## config.mk

```make
export PLATFORM = sky130hd
export DESIGN_NAME = serial_subtractor
export DESIGN_NICKNAME = d
export VERILOG_FILES = /design/src/rtl/serial_subtractor_pkg.sv /design/src/rtl/serial_subtractor_full_adder.sv /design/src/rtl/serial_subtractor.sv
export SDC_FILE = /design/constraint.sdc
export NUM_CORES = 1
export LEC_CHECK = 0
export ABC_AREA = 1
export CAP_MARGIN = 20
export CORE_MARGIN = 3
export CORE_UTILIZATION = 35
export CTS_BUF_LIST = sky130_fd_sc_hd__clkbuf_16
export CTS_CLUSTER_SIZE = 14
export DETAILED_ROUTE_END_ITERATION = 7
export PLACE_DENSITY = 0.56
export REMOVE_ABC_BUFFERS = 1
export SLEW_MARGIN = 10
export SYNTH_ARGS = -nofsm -noshare
export SYNTH_HDL_FRONTEND = slang
export SYNTH_SLANG_ARGS = --single-unit
export TNS_END_PERCENT = 100
```

## constraint.sdc

```tcl
create_clock -name clk -period 1.3 [get_ports clk]
set_clock_uncertainty 0.2 [all_clocks]
set_input_delay 0.13 -clock clk [delete_from_list [all_inputs] [get_ports clk]]
set_output_delay 0.13 -clock clk [all_outputs]
set_load 0.05 [all_outputs]
```

## src/rtl/serial_subtractor_pkg.sv

```systemverilog
// Shared definitions for the bit-serial subtractor.
//   state_t       : FSM state encoding (IDLE / RUN / DONE)
//   DEFAULT_WIDTH : default operand/result width in bits
package serial_subtractor_pkg;

  typedef enum logic [1:0] {
    IDLE = 2'd0,
    RUN  = 2'd1,
    DONE = 2'd2
  } state_t;

  localparam int DEFAULT_WIDTH = 8;

endpackage

```

## src/rtl/serial_subtractor_full_adder.sv

```systemverilog
// One-bit full adder built from two half adders.
// Ports:
//   a, b, cin : addend bits and carry in
//   sum       : a ^ b ^ cin
//   c         : carry out
module full_adder (
  input  logic a,
  input  logic b,
  input  logic cin,
  output logic sum,
  output logic c
);

  logic ha0_s;
  logic ha0_c;
  logic ha1_c;

  // First half adder: a + b
  assign ha0_s = a ^ b;
  assign ha0_c = a & b;

  // Second half adder: partial sum + cin
  assign sum   = ha0_s ^ cin;
  assign ha1_c = ha0_s & cin;

  assign c = ha0_c | ha1_c;

endmodule

```

## src/rtl/serial_subtractor.sv

```systemverilog
// Bit-serial two's-complement subtractor: diff = a - b (mod 2^WIDTH),
// computed LSB first as a + ~b + 1 through a single full-adder cell.
// Ports:
//   clk    : system clock, rising edge
//   reset  : synchronous, active-high
//   start  : request, sampled only in IDLE (a and b captured with it)
//   a, b   : minuend / subtrahend
//   diff   : result, held until the next completion
//   borrow : 1 when a < b (unsigned), held with diff
//   busy   : high while in RUN
//   done   : one-cycle pulse when diff/borrow are newly valid
//
// Handshake: a request is accepted on the rising edge where start=1 and the
// block is idle (busy=0, done=0); start at any other time is dropped, not
// queued. Exactly one done pulse follows each accepted request, WIDTH+1
// cycles after the accepting edge, unless reset intervenes.
module serial_subtractor
  import serial_subtractor_pkg::*;
#(
  parameter int WIDTH = DEFAULT_WIDTH
) (
  input  logic             clk,
  input  logic             reset,
  input  logic             start,
  input  logic [WIDTH-1:0] a,
  input  logic [WIDTH-1:0] b,
  output logic [WIDTH-1:0] diff,
  output logic             borrow,
  output logic             busy,
  output logic             done
);

  localparam int CW = (WIDTH > 1) ? $clog2(WIDTH) : 1;
  localparam logic [CW-1:0] LAST_BIT = CW'(WIDTH - 1);

  state_t          state;
  state_t          state_next;
  logic [WIDTH-1:0] a_sh;
  logic [WIDTH-1:0] b_sh;
  logic [WIDTH-1:0] r_sh;
  logic [CW-1:0]    count;
  logic             carry;
  logic             fa_sum;
  logic             fa_c;
  logic             last_bit;
  logic [WIDTH-1:0] r_next;

  full_adder u_fa (
    .a   (a_sh[0]),
    .b   (b_sh[0]),
    .cin (carry),
    .sum (fa_sum),
    .c   (fa_c)
  );

  assign last_bit = (count == LAST_BIT);
  // Sum bits enter at the MSB so that after WIDTH shifts bit 0 sits at the LSB.
  assign r_next   = {fa_sum, r_sh[WIDTH-1:1]};

  // Next-state logic
  always_comb begin
    state_next = state;
    case (state)
      IDLE:    if (start) state_next = RUN;
      RUN:     if (last_bit) state_next = DONE;
      DONE:    state_next = IDLE;
      default: state_next = IDLE;
    endcase
  end

  // State register and datapath
  always_ff @(posedge clk) begin
    if (reset) begin
      state  <= IDLE;
      a_sh   <= '0;
      b_sh   <= '0;
      r_sh   <= '0;
      count  <= '0;
      carry  <= 1'b0;
      diff   <= '0;
      borrow <= 1'b0;
    end else begin
      state <= state_next;
      case (state)
        IDLE: begin
          if (start) begin
            a_sh  <= a;
            b_sh  <= ~b;
            carry <= 1'b1;   // the +1 of two's-complement negation
            count <= '0;
          end
        end
        RUN: begin
          a_sh  <= a_sh >> 1;
          b_sh  <= b_sh >> 1;
          r_sh  <= r_next;
          carry <= fa_c;
          if (last_bit) begin
            diff   <= r_next;
            borrow <= ~fa_c;  // no carry out of the MSB means a < b
          end else begin
            count <= count + 1'b1;
          end
        end
        default: ;
      endcase
    end
  end

  assign busy = (state == RUN);
  assign done = (state == DONE);

endmodule
```

==> impl_metrics.yaml <==
status:
  status: "finished, violations left"
  failed_checks: "setup timing"
routing:
  drt_iter0_markers: 87
  antenna_left: 0
  detail_route.first_pass.iterations: 4
  total_vias_in_the_final_route: 1624
  route.detailed.wl_per_inst_um: 12.7
  drt_drc_violations_left: 0
  viasPerCell: 4.63
  postRouteWirelength_um: 4440
sta:
  finalCritPeriodShare_pct: 110
  rsz0062_at_grt: "true"
  timing.final.hold_violations: 0
  worst_slack_ns: -0.129
  fmaxAchievable_mhz: 700
  timing.final.max_slew_violations: 0
  setup_violations_final: 30
  worst_slew_margin_rel_pct: 82.3
  worst_pin_slew_ns: 0.264
  final.hold.worst_slack_ns: 0.212
  final.min_clock_period_ns: 1.43
clock_tree:
  clock-root-buffer: "sky130_fd_sc_hd__clkbuf_16"
  tritoncts_buffers: 5
  cts-root-to-sink-buffers: 2
  cts_hold_repair.buffers: 0
  cts-htree-levels: 2
  clkSlewWorstSetupHoldPaths_ns: 0.06
  cts.sinks: 38
  cts_tree: "done"
  worst_skew_pair.late_latency_ns: 0.29
synth:
  ys_ff_latch: 38
  avgSynthCellArea_um2: 7.53
  synth.yosys.seq_area_share_pct: 44.3
  netlist_instances: 228
  largest_cells_by_area_after_synthesis: "sky130_fd_sc_hd__dfxtp_1 44%, sky130_fd_sc_hd__nand3_1 11%, sky130_fd_sc_hd__nand2_1 9.0%, sky130_fd_sc_hd__inv_1 7.9%, sky130_fd_sc_hd__a21oi_1 4.1%"
  yosysTopAreaCellShare_pct: 44.3
  yosys_warnings: 0
  synth_area_mm2: 0.00172
  synth_largest_area_cell: "sky130_fd_sc_hd__dfxtp_1"
  ys_types: 22
worst_setup_path:
  timing_worst_setup_path_type: "reg2out"
  cp_max_fo: 6
  cp-end-kind: "output port"
  startpoint_type: "flip-flop"
  setup.worst_path.start: "state[1]$_SDFFE_PP0P_"
  r2r_cells: 5
  crit_required_ns: 0.97
  critical_path_endpoint: "done"
  reg2reg_setup_slack_ns: -0.12
  reg2reg_from: "state[0]$_SDFFE_PP0P_"
  cp.arrival_ns: 1.10
  worst_r2r_endpoint: "a_sh[3]$_SDFFE_PP0P_"
die:
  core_mm2: 0.00453
  start_util_pct: 37.9
  fp.dieW_um: 76.0
  design.portCount: 30
  std_cell_rows: 24
  die_area_mm2: 0.00578
  die_boundary_height_um: 76.0
finish:
  post-route-util_pct: 62.7
  insertedDiodeCount: 0
  nFillCells: 393
  layout-area-overhead-vs-synth_pct: 65.6
  stdcell_count: 351
  finalNetCount: 307
  layout-drive-gt1-share_pct: 40.6
  design_area_mm2: 0.00284
placed_design:
  place.detailed.hpwl_um: 2600
  buffer_ports.inserted: 29
  finalWeightedCongestion: 0.761
  placed_cells: 329
  dpl_cell_area_mm2: 0.00226
grt:
  remaining_global_route_overflow: 0
  first_global_vias: 1460
  largest_net_degree_at_the_start_of_global_routing: 18
  grt_use_total_pct: 14.0
  antenna_found_initial: 0
  global_route_wire_length_before_repair_um: 6390
pwr:
  total_power_uw: 3290
  max-vdd-ir-drop_v: 0.000652
  p_leak_uw: 0.00125
  power_density_mw_per_mm2: 1160
run:
  maxCapViolCount: 0
min_path:
  hold_class: "in2reg"
[timing repair]
| action | 4_1_cts | 5_1_grt |
|---|---|---|
| pin swaps | 2 | 17 |
| gates resized for setup | 32 | 52 |
| buffers inserted | 7 | 2 |
| gates cloned | 0 | 5 |
| endpoints found under the setup margin | 36 | 38 |
[critical path, cell delays in order (launching register included)]
cell	delay, ns
sky130_fd_sc_hd__dfxtp_2	0.38
sky130_fd_sc_hd__inv_6	0.08
sky130_fd_sc_hd__buf_8	0.13
sky130_fd_sc_hd__nor2_4	0.07
sky130_fd_sc_hd__buf_6	0.16
[cell type report]
type,instances,area [µm²],share of cell area (%)
Clock buffer,5,125,4.40
Clock inverter,3,45.0,1.58
Inverter,38,153,5.37
Multi-Input combinational cell,143,947,33.3
Sequential cell,38,772,27.2
Tap cell,65,81.3,2.86
Timing Repair Buffer,59,719,25.3
[routing by layer]
metal | part of all wire (%) | wire, µm | global-route usage (%) | vias up
met5 | 0 | 0 | 0 | -
met4 | 3.0 | 133 | 9.42 | 0
met3 | 2.7 | 119 | 3.66 | 10
met2 | 48 | 2130 | 21.0 | 25
met1 | 46 | 2060 | 17.6 | 750
li1 | - | - | - | 839
[power by group]
group	switching (µW)	total (µW)	internal, µW
clock network	504	1410	904
logic	292	588	296
registers	56.4	1300	1240
[per-stage QoR]
step	worst slack (ns)	TNS, ns
floorplan	-0.560	-11.38
global placement	-0.219	-6.32
detailed placement	-0.252	-7.11
CTS	-0.108	-0.777
global route	-0.169	-3.68
finish	-0.129	-1.98
[Yosys cell counts, drive strengths merged]
cell and number:
dfxtp 38, nand3 38, fa 1, nor2 16
buf 9, a211oi 1, nand2 46, ha 2
inv 38, a21oi 22, clkbuf 2, o21ai 15
[flip-flops by register name, indices dropped and copies added (netlist names)]
register	cells
carry	1
diff	8
b_sh	8
borrow	1
state	2
a_sh	8
r_sh	7
count	3
[how the worst min path moves through the flow]
stage | from | endpoint | cells past startpoint
final | a[7] | a_sh[7]$_SDFFE_PP0P_ | 3
after global routing | a[7] | a_sh[7]$_SDFFE_PP0P_ | 3
after CTS | a[7] | a_sh[7]$_SDFFE_PP0P_ | 3
after detailed placement | b_sh[0]$_SDFFE_PP0P_ | b_sh[0]$_SDFFE_PP0P_ | 2
after global placement | b_sh[4]$_SDFFE_PP0P_ | b_sh[4]$_SDFFE_PP0P_ | 2
after floorplan | reset | a_sh[0]$_SDFFE_PP0P_ | 1
[logic make-up after synthesis]
group / after synthesis / share of synthesized area, %
simple gates: 100 / 26.5
buf+inv: 49 / 12.9
compound gates: 38 / 13.6
flops: 38 / 44.3
fa+ha+maj: 3 / 2.62
[layout by cell type (no fill, tap or decap), types with 2 or more instances in the layout]
cell,n
sky130_fd_sc_hd__nor2_1,9
sky130_fd_sc_hd__buf_8,2
sky130_fd_sc_hd__ha_4,2
sky130_fd_sc_hd__clkbuf_16,8
sky130_fd_sc_hd__nand3_1,37
sky130_fd_sc_hd__nor2_2,3
sky130_fd_sc_hd__o21ai_1,7
sky130_fd_sc_hd__nand2_2,12
sky130_fd_sc_hd__dfxtp_2,6
sky130_fd_sc_hd__inv_2,4
sky130_fd_sc_hd__clkinvlp_4,2
sky130_fd_sc_hd__a21oi_2,17
sky130_fd_sc_hd__nor2_4,4
sky130_fd_sc_hd__o21ai_0,7
sky130_fd_sc_hd__a21oi_1,5
sky130_fd_sc_hd__clkdlybuf4s50_1,18
sky130_fd_sc_hd__buf_4,18
sky130_fd_sc_hd__dfxtp_1,31
sky130_fd_sc_hd__inv_1,31
sky130_fd_sc_hd__nand2_1,23
sky130_fd_sc_hd__buf_6,7
sky130_fd_sc_hd__inv_4,2
sky130_fd_sc_hd__buf_12,11
sky130_fd_sc_hd__nand2_4,12
No activity file was read; power rests on OpenSTA's default activity.
==> RTL edit 1, RTL diff (same settings) <==
The 3 states of `state_t` get a one-hot encoding in 3 bits.
--- a/src/rtl/serial_subtractor_pkg.sv
+++ b/src/rtl/serial_subtractor_pkg.sv
@@ -3,10 +3,10 @@
 //   DEFAULT_WIDTH : default operand/result width in bits
 package serial_subtractor_pkg;
 
-  typedef enum logic [1:0] {
-    IDLE = 2'd0,
-    RUN  = 2'd1,
-    DONE = 2'd2
+  typedef enum logic [2:0] {
+    IDLE = 3'b001,
+    RUN  = 3'b010,
+    DONE = 3'b100
   } state_t;
 
   localparam int DEFAULT_WIDTH = 8;
Function: same outputs for any inputs over 10 cycles, from zero or initial values and one cycle with reset high; not proved beyond that.
==> RTL edit 1 against the original RTL <==
- sequential cell count up 1
- utilization fell by 1.1 points
- global-route usage grew 1.3 points
- first-iteration DRC count rose by 3.4%
- largest cell class unchanged
- routed wire length rose by 4.0%
- the flow still finishes with violations (negative setup slack)
- final area rose by 4.4%
- area after synthesis rose by 3.7%
- setup slack worse by 0.067 ns
- highest routed layer unchanged
- largest power group is now registers
- power is 9.2% lower
==> RTL edit 1: results (changes against the original RTL) <==
The largest registers in the layout are a_sh x8, b_sh x8, diff x8. The number of endpoints failing setup at the final stage is 33 (+10%), and the number of search-and-repair iterations in the first detailed-routing pass is 4 (unchanged). The post-synthesis cell count was 249 (+9.2%). The static leakage was 1.307 nW (+4.8%); the final hold slack was 0.2728 ns (+0.06085 ns). The total clock buffers created by CTS is 5 (unchanged), and the headroom to the max-slew limit is 0.8553 (+0.03231).

Placed standard-cell area: 2421 um^2 (+7.3%). The flow ran to the end, but the final reports show violations. The number of global-route vias before repair came out at 1618 (+11%). In the post-synthesis netlist, the biggest area contributors are dfxtp_1, nand2_1, nor2_1, nand3_1, nand3b_1. The cell taking the most area after synthesis is dfxtp_1.

The tools report the endpoint arrival time on the critical path as 1.17 ns (+0.07 ns). The number of buffers on the longest clock path came out at 2 (unchanged). In this run the critical register-to-register path is launched from state[0]. The tools report the post-layout worst setup margin as -0.1963 ns (-0.06722 ns).

The number of cells after detailed placement came out at 359 (+9.1%). The tools report the total of warnings raised by yosys as 0 (unchanged). The number of antenna violations at the first check in global routing was 0 (unchanged); the worst-path maximum fanout was 3 (-3). The number of cells traversed by the worst register-to-register path is 6 (+1), and the HPWL after detailed placement is 2940 um (+13%). The final reports fail on negative setup slack.

The sequential area share after synthesis was 0.4385 (-0.004638). The clock transition at the registers of the reported paths works out to 0.06 ns (about the same). The mean number of vias per cell is 4.629 (about the same), and the global-route usage over all layers is 0.1532 (+0.01323). The tools report the aggregate routed wire length as 4621 um (+4.0%).

Quantity of I/O buffers inserted on ports: 29 (unchanged). The tools report the number of different library cells in the post-synthesis netlist as 20 (-9.1%). The endpoint identified for the worst register-to-register timing path is diff[6]. Clock tree synthesis selected as its root buffer the cell clkbuf_16. The tools report the wire length of the first global-routing pass as 7389 um (+16%). The ratio of cells with drive above 1 in the final layout works out to 0.3799 (-0.02572). After synthesis, the most frequently instantiated cells are nand2_1, nor2_1, dfxtp_1. The largest net degree at the start of global routing was 20 (+2); the highest ir drop seen on vdd was 0.6732 mV (+3.2%). The logs give 0.7656 (+0.67%) for the global placement routability congestion and 0.28 ns for the insertion delay to the later sink of the worst-skew pair. For the number of violations reported at the end of detailed-routing iteration 0, the log shows 90 (+3.4%).

The worst hold path cell count was 2 (-1). The beginning of the worst hold path is r_sh[1]. For the worst-case register-to-register setup slack, the log shows -0.12 ns (about the same). The destination of the worst hold path is r_sh[1].

The fraction of registers with async set/reset is 0 (unchanged). The logs give 0.3696 (-0.008977) for the effective utilization at floorplan and 0 (unchanged) for the number of diodes added for antenna fixing. The total number of H-tree levels was 2 (unchanged); the average routed wire per standard cell was 12.32 um (-2.6%). Net count of the finished layout: 329 (+7.2%). Kind of path behind the tightest hold check: reg -> reg.
RTL edit 1: stage by stage:
stage	setup slack, ns	power (mW)	setup TNS, ns
global route	-0.2425	3.131	-4.579
detailed placement	-0.2741	1.743	-5.630
global placement	-0.1822	1.737	-4.851
finish	-0.1963	2.989	-2.510
CTS	-0.1893	2.934	-1.202
floorplan	-0.8203	1.535	-17.11
RTL edit 1: cells by family (layout without fill, tap and decap cells):
kind of cell               Yosys count  after routing  synth area share
AOI/OAI and AO/OA                   27             27           0.07590
adders and majority gates            3              3           0.02530
and+or+nand+nor                    141            141            0.3584
buffers and inverters               39             98            0.1019
DFF                                 39             39            0.4385
RTL edit 1: routing by layer:
layer  global-route usage  vias up  share of wire
li1                     -      900              -
met1               0.1850      804           0.45
met2               0.2582       25           0.50
met3              0.04108        7          0.031
met4              0.05872        0          0.019
met5                    0        -              0
RTL edit 1: layout make-up:
| class | instances | area (um^2) |
|---|---|---|
| tap | 67 | 83.83 |
| timing repair buffer | 64 | 822.0 |
| multi-input combinational | 171 | 1021 |
| clock inverter | 3 | 15.01 |
| clock buffer | 5 | 125.1 |
| inverter | 26 | 107.6 |
| sequential | 39 | 794.5 |
| fill | 441 | 1848 |
RTL edit 1: how the worst max path moves through the flow:
stage	from	slack, ns	to
6_report	state[2]	-0.20	done
5_1_grt	state[2]	-0.24	done
4_1_cts	state[1]	-0.19	done
3_5_place_dp	count[0]	-0.27	diff[6]
3_3_place_gp	start	-0.18	b_sh[2]
2_1_floorplan	state[0]	-0.82	borrow
RTL edit 1: power by group:
part,internal [mW],leakage (nW),switching (mW)
Sequential,1.26,0.322,0.0348
Combinational,0.272,0.920,0.262
Clock,0.696,0.0649,0.462
RTL edit 1: what timing repair did:
item	in CTS	in global routing
gates cloned	0	3
gates resized for setup	43	60
setup endpoints to repair	34	37
buffers inserted	2	4
pin swaps	10	10
RTL edit 1: worst max-delay path, stage by stage, from the launching register on:
cell	delay, ns
dfxtp_2	0.34
inv_2	0.05
buf_6	0.11
nor3_4	0.21
buf_12	0.16
==> RTL edit 2, RTL diff (same flow settings) <==
Made on the original files. Set the package constant `DEFAULT_WIDTH` to 32 (it was 8).
--- a/src/rtl/serial_subtractor_pkg.sv
+++ b/src/rtl/serial_subtractor_pkg.sv
@@ -9,7 +9,7 @@
     DONE = 2'd2
   } state_t;
 
-  localparam int DEFAULT_WIDTH = 8;
+  localparam int DEFAULT_WIDTH = 32;
 
 endpackage
 
Interface: changed (resized a, b and diff); port bits go from 30 to 102. The function was not compared with the original's and may differ.
==> RTL edit 2 against the original RTL <==
- the run still ends with negative setup slack left
- power increased to 3.8 times the old value
- via count increased to 4.1 times the old value
- final area increased to 4.2 times the old value
- die area increased to 3.2 times the old value
- routed wire length increased to 5.5 times the old value
- combinational power increased to 5.4 times the old value
- area after synthesis increased to 3.4 times the old value
- sequential cell count increased by 98
- setup slack got worse by 0.29 ns
- synthesized cell count increased to 3.6 times the old value
- cell count increased to 3.5 times the old value
- sequential power increased to 3.6 times the old value
- utilization increased by 11 points
- first-iteration DRC count increased to 4.2 times the old value
- largest cell class unchanged
==> RTL edit 2: results (changes against the original RTL) <==
The flow ran to the end, but the final reports show violations. The final reports fail on negative setup slack. The net count of the finished layout came out at 1083 (+250%).

In the final layout, the registers with the most flip-flops are a_sh x32, b_sh x32, diff x32. The run gives 1049 (+170%) as the count of filler cells inserted in the layout. The placed standard-cell area is 7714 um^2 (+240%), and the number of cells traversed by the worst register-to-register path is 11 (+6).

By area the synthesized netlist is led by dfxtp_1, nand3_1, nand2_1, inv_1, a21oi_1. Cell area power density: 1059 nW/um^2 (-8.6%). The wire length of the first global-routing pass is 33600 um (+430%), and the number of non-clock buffers in the layout is 229 (+290%). The number of multi-input combinational cells in the layout was 493 (+240%); the switching share of total power was 0.2931 (+0.03431).

Quantity of I/O buffers inserted on ports: 101 (+250%). For the sequential area share after synthesis, the log shows 0.4660 (+0.02280). The layout buffering overhead excluding clock cells is 0.2981 (+0.04498), and the number of endpoints failing setup at the final stage is 137 (+360%). The cell-internal power came out at 8.930 mW (+270%). The worst-path maximum fanout was 3 (-3). The run gives 4 (+2) as the total number of H-tree levels.

The tools report the number of violations reported at the end of detailed-routing iteration 0 as 366 (+320%). For the setup TNS, the log shows -41.59 ns (-39.61 ns). After synthesis, the most frequently instantiated cells are nand3_1, nand2_1, dfxtp_1. The static leakage is 4.695 nW (+280%), and the average routed wire per standard cell is 19.74 um (+56%).

The post-layout worst setup margin was -0.4194 ns (-0.2903 ns). The post-synthesis cell count is 825 (+260%), and the number of different library cells in the post-synthesis netlist is 20 (-9.1%). The tools report the endpoint arrival time on the critical path as 1.84 ns (+0.74 ns). The slew of the pin with the lowest slew margin came out at 0.3612 ns (+0.09671 ns).

Broken down by cell family, the worst path's largest delay share belongs to simple AND/OR/NAND/NOR gates. The run gives 5 (+1) as the number of search-and-repair iterations in the first detailed-routing pass. The run gives 9189 um (+250%) as the HPWL after detailed placement.

The run gives 1.002 mV (+54%) as the highest ir drop seen on vdd. The die width is 135.2 um (+78%), and the detailed-route via count is 6598 (+310%). The logs give 17 (+12) for the final-layout clock buffer total and 0.43 ns (+0.14 ns) for the insertion delay to the later sink of the worst-skew pair.
-- RTL edit 2: cell count changes in the layout (fill, tap and decap cells not counted), sizes merged, moves of 47 or more --
| cell | before | now |
|---|---|---|
| a21oi | 22 | 95 |
| buf | 38 | 155 |
| clkdlybuf4s50 | 18 | 65 |
| dfxtp | 38 | 136 |
| inv | 38 | 138 |
| nand2 | 48 | 150 |
| nand3 | 38 | 165 |
| o21ai | 15 | 64 |
-- RTL edit 2: worst min-delay path: cells and delay by family --
family                 cells  cell delay, ns
AO/OA/AOI/OAI              1            0.06
AND/OR/NAND/NOR            1            0.10
buffers and inverters      1            0.42
-- RTL edit 2: cell families (layout without fill, tap and decap cells) --
family | Yosys count | after routing | share of synthesized area
simple gates | 326 | 328 | 0.2456
buf+inv | 198 | 394 | 0.1398
compound gates | 162 | 162 | 0.1409
flops | 136 | 136 | 0.4660
fa+ha+maj | 3 | 3 | 0.007708
-- RTL edit 2: per-layer routing --
layer,wire [um],GRT usage,part of all wire,vias up
met3,1214,0.05869,0.050,61
met2,12620,0.3938,0.52,284
met5,0,0,0,-
li1,-,-,-,3051
met1,9744,0.2846,0.40,3202
met4,877,0.09183,0.036,0
-- RTL edit 2: path summary, 6_finish.rpt --
kind	from	endpoint	slack (ns)
worst min register to register	b_sh[23]	b_sh[23]	0.28
worst min-delay path	a[31]	a_sh[31]	0.13
worst max-delay path	count[0]	count[2]	-0.42
worst max register to register	count[0]	count[2]	-0.42
-- RTL edit 2: timing repair --
item,CTS,global route
endpoints found under the hold margin,11,0
cloned,41,8
endpoints found under the setup margin,153,155
gates resized for setup,350,285
setup buffers,44,10
hold buffers,1,0
pin swaps,78,135
